$ cat src/rtl/lcd_msg_pkg.sv
// Shared constants, state encoding and the character template for the LCD message scheduler.
package lcd_msg_pkg;

    localparam int unsigned COLS      = 16;
    localparam int unsigned COL_W     = $clog2(COLS);
    localparam int unsigned DIGITS    = 4;
    localparam int unsigned DIGIT_COL = 6;
    localparam int unsigned VAL_W     = 10;
    localparam int unsigned BCD_W     = 4 * DIGITS;
    localparam int unsigned MSG_W     = 3;

    localparam logic [MSG_W-1:0] MSG_BLANK = 3'd0;
    localparam logic [MSG_W-1:0] MSG_WAIT  = 3'd1;
    localparam logic [MSG_W-1:0] MSG_CHEAT = 3'd2;
    localparam logic [MSG_W-1:0] MSG_SLOW  = 3'd3;
    localparam logic [MSG_W-1:0] MSG_TIME  = 3'd4;
    localparam logic [MSG_W-1:0] MSG_BEST  = 3'd5;

    typedef enum logic [1:0] {
        S_Idle    = 2'd0,
        S_Convert = 2'd1,
        S_Send    = 2'd2,
        S_Ack     = 2'd3
    } state_t;

    function automatic logic is_numeric(input logic [MSG_W-1:0] msg);
        return (msg == MSG_TIME) || (msg == MSG_BEST);
    endfunction

    // ASCII for one column; digit field blanks leading zeros but always shows units
    function automatic logic [7:0] template_char(input logic [MSG_W-1:0] msg,
                                                 input logic [COL_W-1:0] col,
                                                 input logic [BCD_W-1:0] bcd);
        logic [8*COLS-1:0] txt;
        logic [1:0]        pos;
        logic [BCD_W-1:0]  sh;
        logic [BCD_W-1:0]  upper;
        logic [7:0]        ch;
        logic              in_digits;
        case (msg)
            MSG_WAIT:  txt = "WAIT...         ";
            MSG_CHEAT: txt = "CHEAT!          ";
            MSG_SLOW:  txt = "TOO SLOW        ";
            MSG_TIME:  txt = "TIME:      ms   ";
            MSG_BEST:  txt = "BEST:      ms   ";
            default:   txt = {COLS{8'h20}};
        endcase
        txt       = txt << {col, 3'b000};
        ch        = txt[8*COLS-1 -: 8];
        in_digits = is_numeric(msg) && (col >= COL_W'(DIGIT_COL))
                    && (col < COL_W'(DIGIT_COL + DIGITS));
        pos       = 2'(col - COL_W'(DIGIT_COL));
        sh        = bcd << {pos, 2'b00};
        upper     = bcd >> {2'(2'd3 - pos), 2'b00};
        if (in_digits) begin
            ch = ((pos == 2'd3) || (upper != '0)) ? (8'h30 + {4'h0, sh[BCD_W-1 -: 4]}) : 8'h20;
        end
        return ch;
    endfunction

endpackage

$ cat src/rtl/bin2bcd_seq.sv
// Sequential double-dabble: first shift happens on the start edge, done pulses after the tenth.
module bin2bcd_seq
    import lcd_msg_pkg::*;
(
    input  logic             clk,
    input  logic             rst,
    input  logic             start,
    input  logic [VAL_W-1:0] value,
    output logic [BCD_W-1:0] bcd,
    output logic             done
);

    localparam int unsigned CNT_W = $clog2(VAL_W + 1);

    logic [BCD_W-1:0] bcd_q, bcd_d, adj;
    logic [VAL_W-1:0] bin_q, bin_d;
    logic [CNT_W-1:0] cnt_q, cnt_d;
    logic             done_q, done_d;

    function automatic logic [BCD_W-1:0] dabble_adj(input logic [BCD_W-1:0] b);
        logic [BCD_W-1:0] r;
        r = b;
        for (int i = 0; i < int'(DIGITS); i++) begin
            if (r[4*i +: 4] >= 4'd5) r[4*i +: 4] = r[4*i +: 4] + 4'd3;
        end
        return r;
    endfunction

    always_comb begin
        bcd_d  = bcd_q;
        bin_d  = bin_q;
        cnt_d  = cnt_q;
        done_d = 1'b0;
        adj    = dabble_adj(start ? '0 : bcd_q);
        if (start) begin
            bcd_d = {adj[BCD_W-2:0], value[VAL_W-1]};
            bin_d = value << 1;
            cnt_d = CNT_W'(VAL_W - 1);
        end else if (cnt_q != '0) begin
            bcd_d  = {adj[BCD_W-2:0], bin_q[VAL_W-1]};
            bin_d  = bin_q << 1;
            cnt_d  = cnt_q - CNT_W'(1);
            done_d = (cnt_q == CNT_W'(1));
        end
    end

    always_ff @(posedge clk or posedge rst) begin
        if (rst) begin
            bcd_q  <= '0;
            bin_q  <= '0;
            cnt_q  <= '0;
            done_q <= 1'b0;
        end else begin
            bcd_q  <= bcd_d;
            bin_q  <= bin_d;
            cnt_q  <= cnt_d;
            done_q <= done_d;
        end
    end

    assign bcd  = bcd_q;
    assign done = done_q;

endmodule

$ cat src/rtl/lcd_msg_scheduler.sv
// Arbitrates two LCD line owners and streams one 16-character line per granted request.
module lcd_msg_scheduler
    import lcd_msg_pkg::*;
(
    input  logic             Clk,
    input  logic             Rst,
    input  logic             ReqA,
    input  logic [MSG_W-1:0] MsgA,
    input  logic [VAL_W-1:0] ValueA,
    output logic             AckA,
    input  logic             ReqB,
    input  logic [MSG_W-1:0] MsgB,
    input  logic [VAL_W-1:0] ValueB,
    output logic             AckB,
    output logic [7:0]       CharData,
    output logic [COL_W:0]   CharAddr,
    output logic             CharValid,
    input  logic             CharReady,
    output logic             Busy
);

    state_t             state_q, state_d;
    logic [COL_W-1:0]   col_q, col_d, col_nxt;
    logic [MSG_W-1:0]   msg_q, msg_d, msg_sel;
    logic [VAL_W-1:0]   value_sel;
    logic               line_q, line_d;
    logic               last_b_q, last_b_d;
    logic               hold_a_q, hold_a_d, hold_b_q, hold_b_d;
    logic               ack_a_q, ack_a_d, ack_b_q, ack_b_d;
    logic               valid_q, valid_d, busy_q, busy_d;
    logic [7:0]         data_q, data_d;
    logic [COL_W:0]     addr_q, addr_d;
    logic               elig_a, elig_b, pick_b, grant;
    logic               start_c, bcd_done;
    logic [BCD_W-1:0]   bcd;

    bin2bcd_seq u_bcd (
        .clk   (Clk),
        .rst   (Rst),
        .start (start_c),
        .value (value_sel),
        .bcd   (bcd),
        .done  (bcd_done)
    );

    // Holdoff masks a requester that drops Req one cycle after its Ack
    assign elig_a    = ReqA && !hold_a_q;
    assign elig_b    = ReqB && !hold_b_q;
    assign pick_b    = elig_b && (!elig_a || !last_b_q);
    assign grant     = elig_a || elig_b;
    assign msg_sel   = pick_b ? MsgB : MsgA;
    assign value_sel = pick_b ? ValueB : ValueA;
    assign col_nxt   = col_q + COL_W'(1);

    always_comb begin
        state_d  = state_q;
        col_d    = col_q;
        msg_d    = msg_q;
        line_d   = line_q;
        last_b_d = last_b_q;
        hold_a_d = 1'b0;
        hold_b_d = 1'b0;
        ack_a_d  = 1'b0;
        ack_b_d  = 1'b0;
        valid_d  = valid_q;
        data_d   = data_q;
        addr_d   = addr_q;
        start_c  = 1'b0;
        case (state_q)
            S_Idle: begin
                if (grant) begin
                    msg_d    = msg_sel;
                    line_d   = pick_b;
                    last_b_d = pick_b;
                    col_d    = '0;
                    if (is_numeric(msg_sel)) begin
                        start_c = 1'b1;
                        state_d = S_Convert;
                    end else begin
                        valid_d = 1'b1;
                        data_d  = template_char(msg_sel, '0, bcd);
                        addr_d  = {pick_b, {COL_W{1'b0}}};
                        state_d = S_Send;
                    end
                end
            end
            S_Convert: begin
                if (bcd_done) begin
                    valid_d = 1'b1;
                    data_d  = template_char(msg_q, '0, bcd);
                    addr_d  = {line_q, {COL_W{1'b0}}};
                    state_d = S_Send;
                end
            end
            S_Send: begin
                if (CharReady) begin
                    if (col_q == COL_W'(COLS - 1)) begin
                        valid_d = 1'b0;
                        ack_a_d = !line_q;
                        ack_b_d = line_q;
                        state_d = S_Ack;
                    end else begin
                        col_d  = col_nxt;
                        data_d = template_char(msg_q, col_nxt, bcd);
                        addr_d = {line_q, col_nxt};
                    end
                end
            end
            S_Ack: begin
                hold_a_d = !line_q;
                hold_b_d = line_q;
                state_d  = S_Idle;
            end
            default: state_d = S_Idle;
        endcase
        busy_d = (state_d != S_Idle);
    end

    always_ff @(posedge Clk or posedge Rst) begin
        if (Rst) begin
            state_q  <= S_Idle;
            col_q    <= '0;
            msg_q    <= '0;
            line_q   <= 1'b0;
            last_b_q <= 1'b1;
            hold_a_q <= 1'b0;
            hold_b_q <= 1'b0;
            ack_a_q  <= 1'b0;
            ack_b_q  <= 1'b0;
            valid_q  <= 1'b0;
            data_q   <= '0;
            addr_q   <= '0;
            busy_q   <= 1'b0;
        end else begin
            state_q  <= state_d;
            col_q    <= col_d;
            msg_q    <= msg_d;
            line_q   <= line_d;
            last_b_q <= last_b_d;
            hold_a_q <= hold_a_d;
            hold_b_q <= hold_b_d;
            ack_a_q  <= ack_a_d;
            ack_b_q  <= ack_b_d;
            valid_q  <= valid_d;
            data_q   <= data_d;
            addr_q   <= addr_d;
            busy_q   <= busy_d;
        end
    end

    assign AckA      = ack_a_q;
    assign AckB      = ack_b_q;
    assign CharValid = valid_q;
    assign CharData  = data_q;
    assign CharAddr  = addr_q;
    assign Busy      = busy_q;

endmodule

$ cat config.mk
export PLATFORM = sky130hd
export DESIGN_NAME = lcd_msg_scheduler
export DESIGN_NICKNAME = d
export VERILOG_FILES = /design/src/rtl/lcd_msg_pkg.sv /design/src/rtl/bin2bcd_seq.sv /design/src/rtl/lcd_msg_scheduler.sv
export SDC_FILE = /design/constraint.sdc
export NUM_CORES = 1
export LEC_CHECK = 0
export BUFFER_PORTS_ARGS = -buffer_cell sky130_fd_sc_hd__buf_2
export CAP_MARGIN = 15
export CELL_PAD_IN_SITES_DETAIL_PLACEMENT = 1
export CELL_PAD_IN_SITES_GLOBAL_PLACEMENT = 2
export CORE_MARGIN = 1
export CORE_UTILIZATION = 36
export DETAILED_ROUTE_END_ITERATION = 6
export PLACE_DENSITY = 0.87
export SETUP_SLACK_MARGIN = 0.02
export SYNTH_ARGS = -nofsm -noshare
export SYNTH_HDL_FRONTEND = slang
export SYNTH_SLANG_ARGS = --single-unit
$ cat constraint.sdc
create_clock -name Clk -period 4.5 [get_ports Clk]
set_input_delay 0.9 -clock Clk [delete_from_list [all_inputs] [get_ports Clk]]
set_output_delay 0.9 -clock Clk [all_outputs]
set_load 0.05 [all_outputs]
After elaboration in Yosys (flattened, before gate mapping)
Cells that the tools add are included.
{"block": "classes", "eq_ne": 22, "reduce_logical": 26, "mux": 61, "bitwise_logic": 0, "n_div": 0, "n_mul": 0, "shift": 3, "magnitude_cmp": 6, "add_sub_neg": 9}
{"cell": "$pmux 127 s5", "n": 2}
{"cell": "$mux 128", "n": 3}
{"cell": "$shl 128x7->128", "n": 1}
{"cell": "$mux 16", "n": 3}
{"cell": "$mux 8", "n": 6}
{"cell": "$mux 4", "n": 8}
{"cell": "$mux 10", "n": 3}
{"cell": "$mux 5", "n": 5}
{"cell": "$pmux 8 s3", "n": 1}
{"cell": "$ge 4x3->1 const B", "n": 5}
{"cell": "$mux 1", "n": 18}
{"cell": "$reduce_bool 16->1", "n": 1}
{"cell": "$shl 16x4->16", "n": 1}
{"cell": "$shr 16x4->16", "n": 1}
{"cell": "$pmux 5 s3", "n": 1}
{"cell": "$add 4x2->4 const B", "n": 3}
{"cell": "$eq 3x2->1 const B", "n": 4}
{"cell": "$eq 3x3->1 const B", "n": 4}
{"cell": "$reduce_and 6->1", "n": 2}
{"cell": "$mux 2", "n": 5}
{"cell": "$ne 2x2->1 const B", "n": 5}
{"cell": "$pmux 2 s4", "n": 1}
{"cell": "$pmux 4 s2", "n": 1}
{"cell": "$add 6x4->7 const A", "n": 1}
{"cell": "other kinds (24)", "n": 42}
{"block": "totals", "mem_bits_ro": 0, "word_cells": 144, "mem_bits_rw": 0, "latch_bits": 0, "input_bits": 31, "mem_count": 0, "reg_bits": 61, "output_inout_bits": 17}

Longest topological paths before layout
{"block": "depth", "word_depth": 16, "depth_mapped": 15, "mapped_depth_nobuf": 13}

By module
From an unflattened synthesis, not the netlist that was laid out.
{"block": "unflattened", "hier_cells": 510, "area_unflattened_um2": 4453.0}
{"module": "lcd_msg_scheduler", "seq_area_each_um2": 726.9, "cells_per_inst": 321, "area_per_inst_um2": 2721.4, "instances": 1}
{"module": "bin2bcd_seq", "seq_area_each_um2": 750.7, "cells_per_inst": 189, "area_per_inst_um2": 1731.7, "instances": 1}

Least setup slack after synthesis
OpenSTA, ideal clock, no wires.
{"block": "synth_timing", "path_kind": "in2reg", "from": "input ReqB", "to": "register u_bcd.bcd_q[2] (netlist: u_bcd.bcd[2])", "n_path_buf": 3, "required_ns": 4.366, "setup_ns": 0.134, "cell_stages": 15, "arrival_ns": 3.520, "path_slack_ns": 0.846, "cell_sequence": "nor2b_1 -> clkbuf_2 -> nand2_2 -> mux2_2 -> ha_1 -> o211ai_1 -> clkbuf_1 -> clkbuf_1 -> nand2_1 -> ha_1 -> a21boi_0 -> o21ai_0 -> and3_1 -> a21oi_1 -> o32ai_1"}
{"block": "synth_via", "elab_chain_len": 13, "word_cells_on_any_way": 17, "classes_between": "add/sub (1); order compare (1); eq/ne (2); mux (8); reduce/logical (5)"}
{"element": "from (decl)", "line_no": "lcd_msg_scheduler.sv:11", "text": "input logic ReqB,"}
{"element": "$logic_and 1x1->1 (*)", "line_no": "lcd_msg_scheduler.sv:48", "text": "assign elig_b = ReqB && !hold_b_q;"}
{"element": "$logic_and 1x1->1 (*)", "line_no": "lcd_msg_scheduler.sv:49", "text": "assign pick_b = elig_b && (!elig_a || !last_b_q);"}
{"element": "$mux 3 (*)", "line_no": "lcd_msg_scheduler.sv:51", "text": "assign msg_sel = pick_b ? MsgB : MsgA;"}
{"element": "named net msg_sel[2]", "line_no": "lcd_msg_scheduler.sv:24", "text": "logic [MSG_W-1:0] msg_q, msg_d, msg_sel;"}
{"element": "$eq 3x3->1", "line_no": "lcd_msg_pkg.sv:27", "text": "return (msg == MSG_TIME) || (msg == MSG_BEST);"}
{"element": "$logic_or 1x1->1 (*)"}
{"element": "$mux 1 (*)", "line_no": "lcd_msg_scheduler.sv:76", "text": "if (is_numeric(msg_sel)) begin"}
{"element": "$mux 1 (*)", "line_no": "lcd_msg_scheduler.sv:71", "text": "if (grant) begin"}
{"element": "$mux 1 (*)", "line_no": "lcd_msg_scheduler.sv:69", "text": "case (state_q)"}
{"element": "$mux 16", "line_no": "bin2bcd_seq.sv:34", "text": "adj = dabble_adj(start ? '0 : bcd_q);"}
{"element": "$add 4x2->4 / $ge 4x3->1 (equally long branches)", "line_no": "bin2bcd_seq.sv:24", "text": "if (r[4*i +: 4] >= 4'd5) r[4*i +: 4] = r[4*i +: 4] + 4'd3;"}
{"element": "$mux 4", "line_no": "bin2bcd_seq.sv:24"}
{"element": "$mux 16", "line_no": "bin2bcd_seq.sv:39", "text": "end else if (cnt_q != '0) begin"}
{"element": "$mux 16", "line_no": "bin2bcd_seq.sv:35", "text": "if (start) begin"}
{"element": "to (signal assigned)", "line_no": "bin2bcd_seq.sv:49", "text": "bcd_q <= '0;"}
{"element": "to (signal assigned)", "line_no": "bin2bcd_seq.sv:54", "text": "bcd_q <= bcd_d;"}
{"element": "to (decl)", "line_no": "bin2bcd_seq.sv:15", "text": "logic [BCD_W-1:0] bcd_q, bcd_d, adj;"}
Mark *: on every way through the listed nets, which the timed path passes. The rest lies on a longest branch. The select of a mux whose other input is x is not followed.
A chain may end at the register's enable or synchronous reset.

Worst setup path in the final report
{"block": "layout_timing", "from": "input ReqB", "to": "register u_bcd.bcd_q[6] (netlist: u_bcd.bcd[6])"}
Same word-level chain as after synthesis.

==> results.toml <==
[synth]
synth_area_per_cell_um2 = 8.27
adder_cell_share_of_the_synthesized_area_pct = 4.22
post_synth_mux_area_share_pct = 4.10
synth_top_family_by_area = "simple AND/OR/NAND/NOR gates"
synth-edff-count = 0
synth_flop_cell = "dfrtp_1"
synth-seq-cells = 59
synthXorXnorAreaFrac_pct = 2.14
synth_compound_area_share_pct = 21.6
summed_instance_area_of_the_synthesized_netlist_mm2 = 0.00445
post_synth_inst_count = 538
synth-async-reset-ratio_pct = 100
synth_fp_nets = 584
ys_types = 80
synth_simple_gate_area_share_pct = 27.3
synth_warnings = 0
yosysSeqAreaShare_pct = 33.2

[route]
totalWireLength_mm = 12.8
remaining_drc_errors = 0
vias = 4155
drt_first_iter_violations = 85
avg_vias_per_cell = 5.82
final_ant_viol_nets = 0
dr.pass1.iters = 4
route.detailed.wl_per_inst_um = 18.0

[floorplan]
dieWidth_um = 113
coreArea_mm2 = 0.0120
design.die.area_mm2 = 0.0128
boundary_pins = 48
chipHeight_um = 113
placementRows = 40
initial_core_util_pct = 37.1

[power_and_ir_drop]
powerDensity_mw_per_mm2 = 814
p_comb_share_pct = 55.4
netSwitchingFraction_pct = 48.2
peakVddDrop_uv = 268
share_seq_of_total_power_pct = 26.9
power_report.internal_total_mw = 2.10
p_switching_mw = 1.96
total_leakage_power_nw = 2.15
clock_power_share_pct = 17.8

[finish]
fill_cells = 1455
diodes = 0
post_layout_nets = 608
drive_gt1_share_pct = 18.2
area_delta_synth_final_pct = 12.1

[cts]
cts_repair_resize_count = 0
cts-root-buf = "clkbuf_16"
tritoncts_clock_tree = "built"
path_clk_slew_ns = 0.05
cts.hold.buffers_added = 0
clockBufferDepth = 2
cts_setup_buffers = 0
tritoncts.num_buffers = 9
htree_num_levels = 3
worstSkewPairLatency_ns = 0.33
cts.sinks = 59

[run_status]
outcome = "completed"

[worst_setup_path]
worst-setup-path-type = "in2reg"
critical_path_peak_fanout = 12
critPathCaptureType = "flip-flop"
critical_path.startpoint_type = "input pin"
arrival_time_worst_endpoint_ns = 3.95
worstPathRequired_ns = 4.69

[sta]
tightestPinTransition_ns = 1.05
timing.final.ws_setup_ns = 0.735
rsz_0062_raised_after_global_routing = "no"
timing_max_transition_violations_final = 0
final_hold_viol_count = 0
post-route-period-util_pct = 83.7
finalSetupTns_ns = 0
post-route-min-period_ns = 3.77
slew_headroom_pct = 30.0
finalSetupViolations = 0
maximum_clock_rate_mhz = 266
finalClockSkew_ns = 0.00482

[place]
gp_congestion = 0.798
placement.setup.worst_slack_ns = 0.386
place.port_buffers = 46
hpwl_after_dpl_mm = 8.99

[worst_hold_path]
holdCritPathClass = "reg2reg"

[global_route]
groute.usage.overall_pct = 21.1
antenna_found_initial = 0
grt_pass1_wl_mm = 21.5
grt_max_degree = 34
grt_pass1_vias = 4142
global_route.overflow_total = 0

[run]
cap_violations = 0
[cells by family after synthesis]
logic type | Yosys count
buffers and inverters | 59
AO/OA/AOI/OAI | 144
other | 1
multiplexers | 14
flip-flops | 59
AND/OR/NAND/NOR | 236
XOR/XNOR | 10
adder cells (fa/ha/maj) | 15
[registers in the layout, summed over array words and instances, names as in the netlist, 2 cells and up]
signal / flops
u_bcd.cnt_q: 4
CharAddr: 5
col_q: 4
CharData: 7
u_bcd.bcd: 16
msg_q: 3
state_q: 2
u_bcd.bin_q: 9
[per-stage QoR]
| step | std cells | util [%] | hold WS (ns) | power (mW) | cell area, um^2 |
|---|---|---|---|---|---|
| 6_report | 714 | 41.6 | 0.466 | 4.06 | 4990 |
| 5_1_grt | 714 | 41.6 | 0.487 | 4.38 | 4990 |
| 4_1_cts | 714 | 41.6 | 0.471 | 4.08 | 4990 |
| 3_5_place_dp | 698 | 38.9 | 0.459 | 3.32 | 4680 |
| 3_3_place_gp | 698 | 38.9 | 0.449 | 3.23 | 4680 |
| 2_1_floorplan | 538 | - | 0.468 | 2.84 | 4450 |
[synthesized netlist by cell type, types with 10 or more instances]
cell       n  area, um^2
nand2_1   79         297
inv_1     15        56.3
nand3_1   14        70.1
o211ai_1  10        75.1
and3_1    15        93.8
nor2b_1   14        87.6
ha_1      15         188
clkbuf_1  19        71.3
dfrtp_1   58        1450
nand2b_1  20         125
o21ai_0   34         170
nor3_1    16        80.1
a21oi_1   31         155
nor2_1    37         139
a31oi_1   13        81.3
[cell usage in the layout (no fill, tap or decap), types with 4 or more instances in the layout]
cell type  instances
o32ai_1            5
a31oi_1           13
clkbuf_16          9
o21ai_0           34
dfrtp_1           58
a211oi_1           9
buf_4              9
mux2i_1            7
nor2_1            36
o22ai_1            4
inv_1             14
nand2_1           79
nand3_1           14
ha_1              15
and3_1            15
nand2b_1          20
buf_2             46
nor3_1            16
nand3b_1           6
a21oi_1           31
o211ai_1          10
nor4_1             7
nor2b_1           14
xnor2_1            6
mux2_2             4
[power by group through the flow]
stage	logic (mW)	registers (mW)	clock network [mW]
2_1_floorplan	1.77	1.07	0
3_3_place_gp	2.15	1.08	0
3_5_place_dp	2.22	1.09	0
4_1_cts	2.25	1.09	0.739
5_1_grt	2.49	1.13	0.754
6_report	2.25	1.09	0.721
[worst paths after layout]
path,start,endpoint,slack (ns),cells after the start
min,CharAddr[0],CharAddr[0],0.47,2
max,ReqB,u_bcd.bcd[6],0.73,13
max in group asynchronous,Rst,u_bcd.bcd[9],2.94,3
min reg2reg,CharAddr[0],CharAddr[0],0.47,2
min in group asynchronous,Rst,u_bcd.bcd[0],0.71,2
max reg2reg,hold_b_q,u_bcd.bcd[6],1.01,12
[metal layers]
metal  vias up  share of wire (%)  routed length (um)  global-route usage (%)
met5         -                  0                   0                       0
met4         0                1.1                 146                    6.67
met3        12                2.4                 311                    3.70
met2        74                 49                6310                    35.6
met1      2085                 47                6060                    27.6
li1       1984                  -                   -                       -
[critical path, stage by stage]
cell      delay (ns)
buf_2           0.08
nor2b_1         0.45
nand2_2         0.15
mux2_2          0.35
ha_1            0.22
o211ai_1        0.46
nand2_1         0.14
ha_1            0.28
a21boi_0        0.17
o21ai_0         0.18
and3_1          0.30
a21oi_1         0.13
o32ai_1         0.11
[cell type report]
cell class	count	area [um^2]	area share (%)
Clock inverter	4	47.5	0.953
Multi-Input combinational cell	420	2650	53.2
Clock buffer	12	267	5.34
Inverter	17	63.8	1.28
Timing Repair Buffer	55	298	5.97
Sequential cell	59	1480	29.6
Tap cell	147	184	3.69
(Power assumes the default switching activity.)
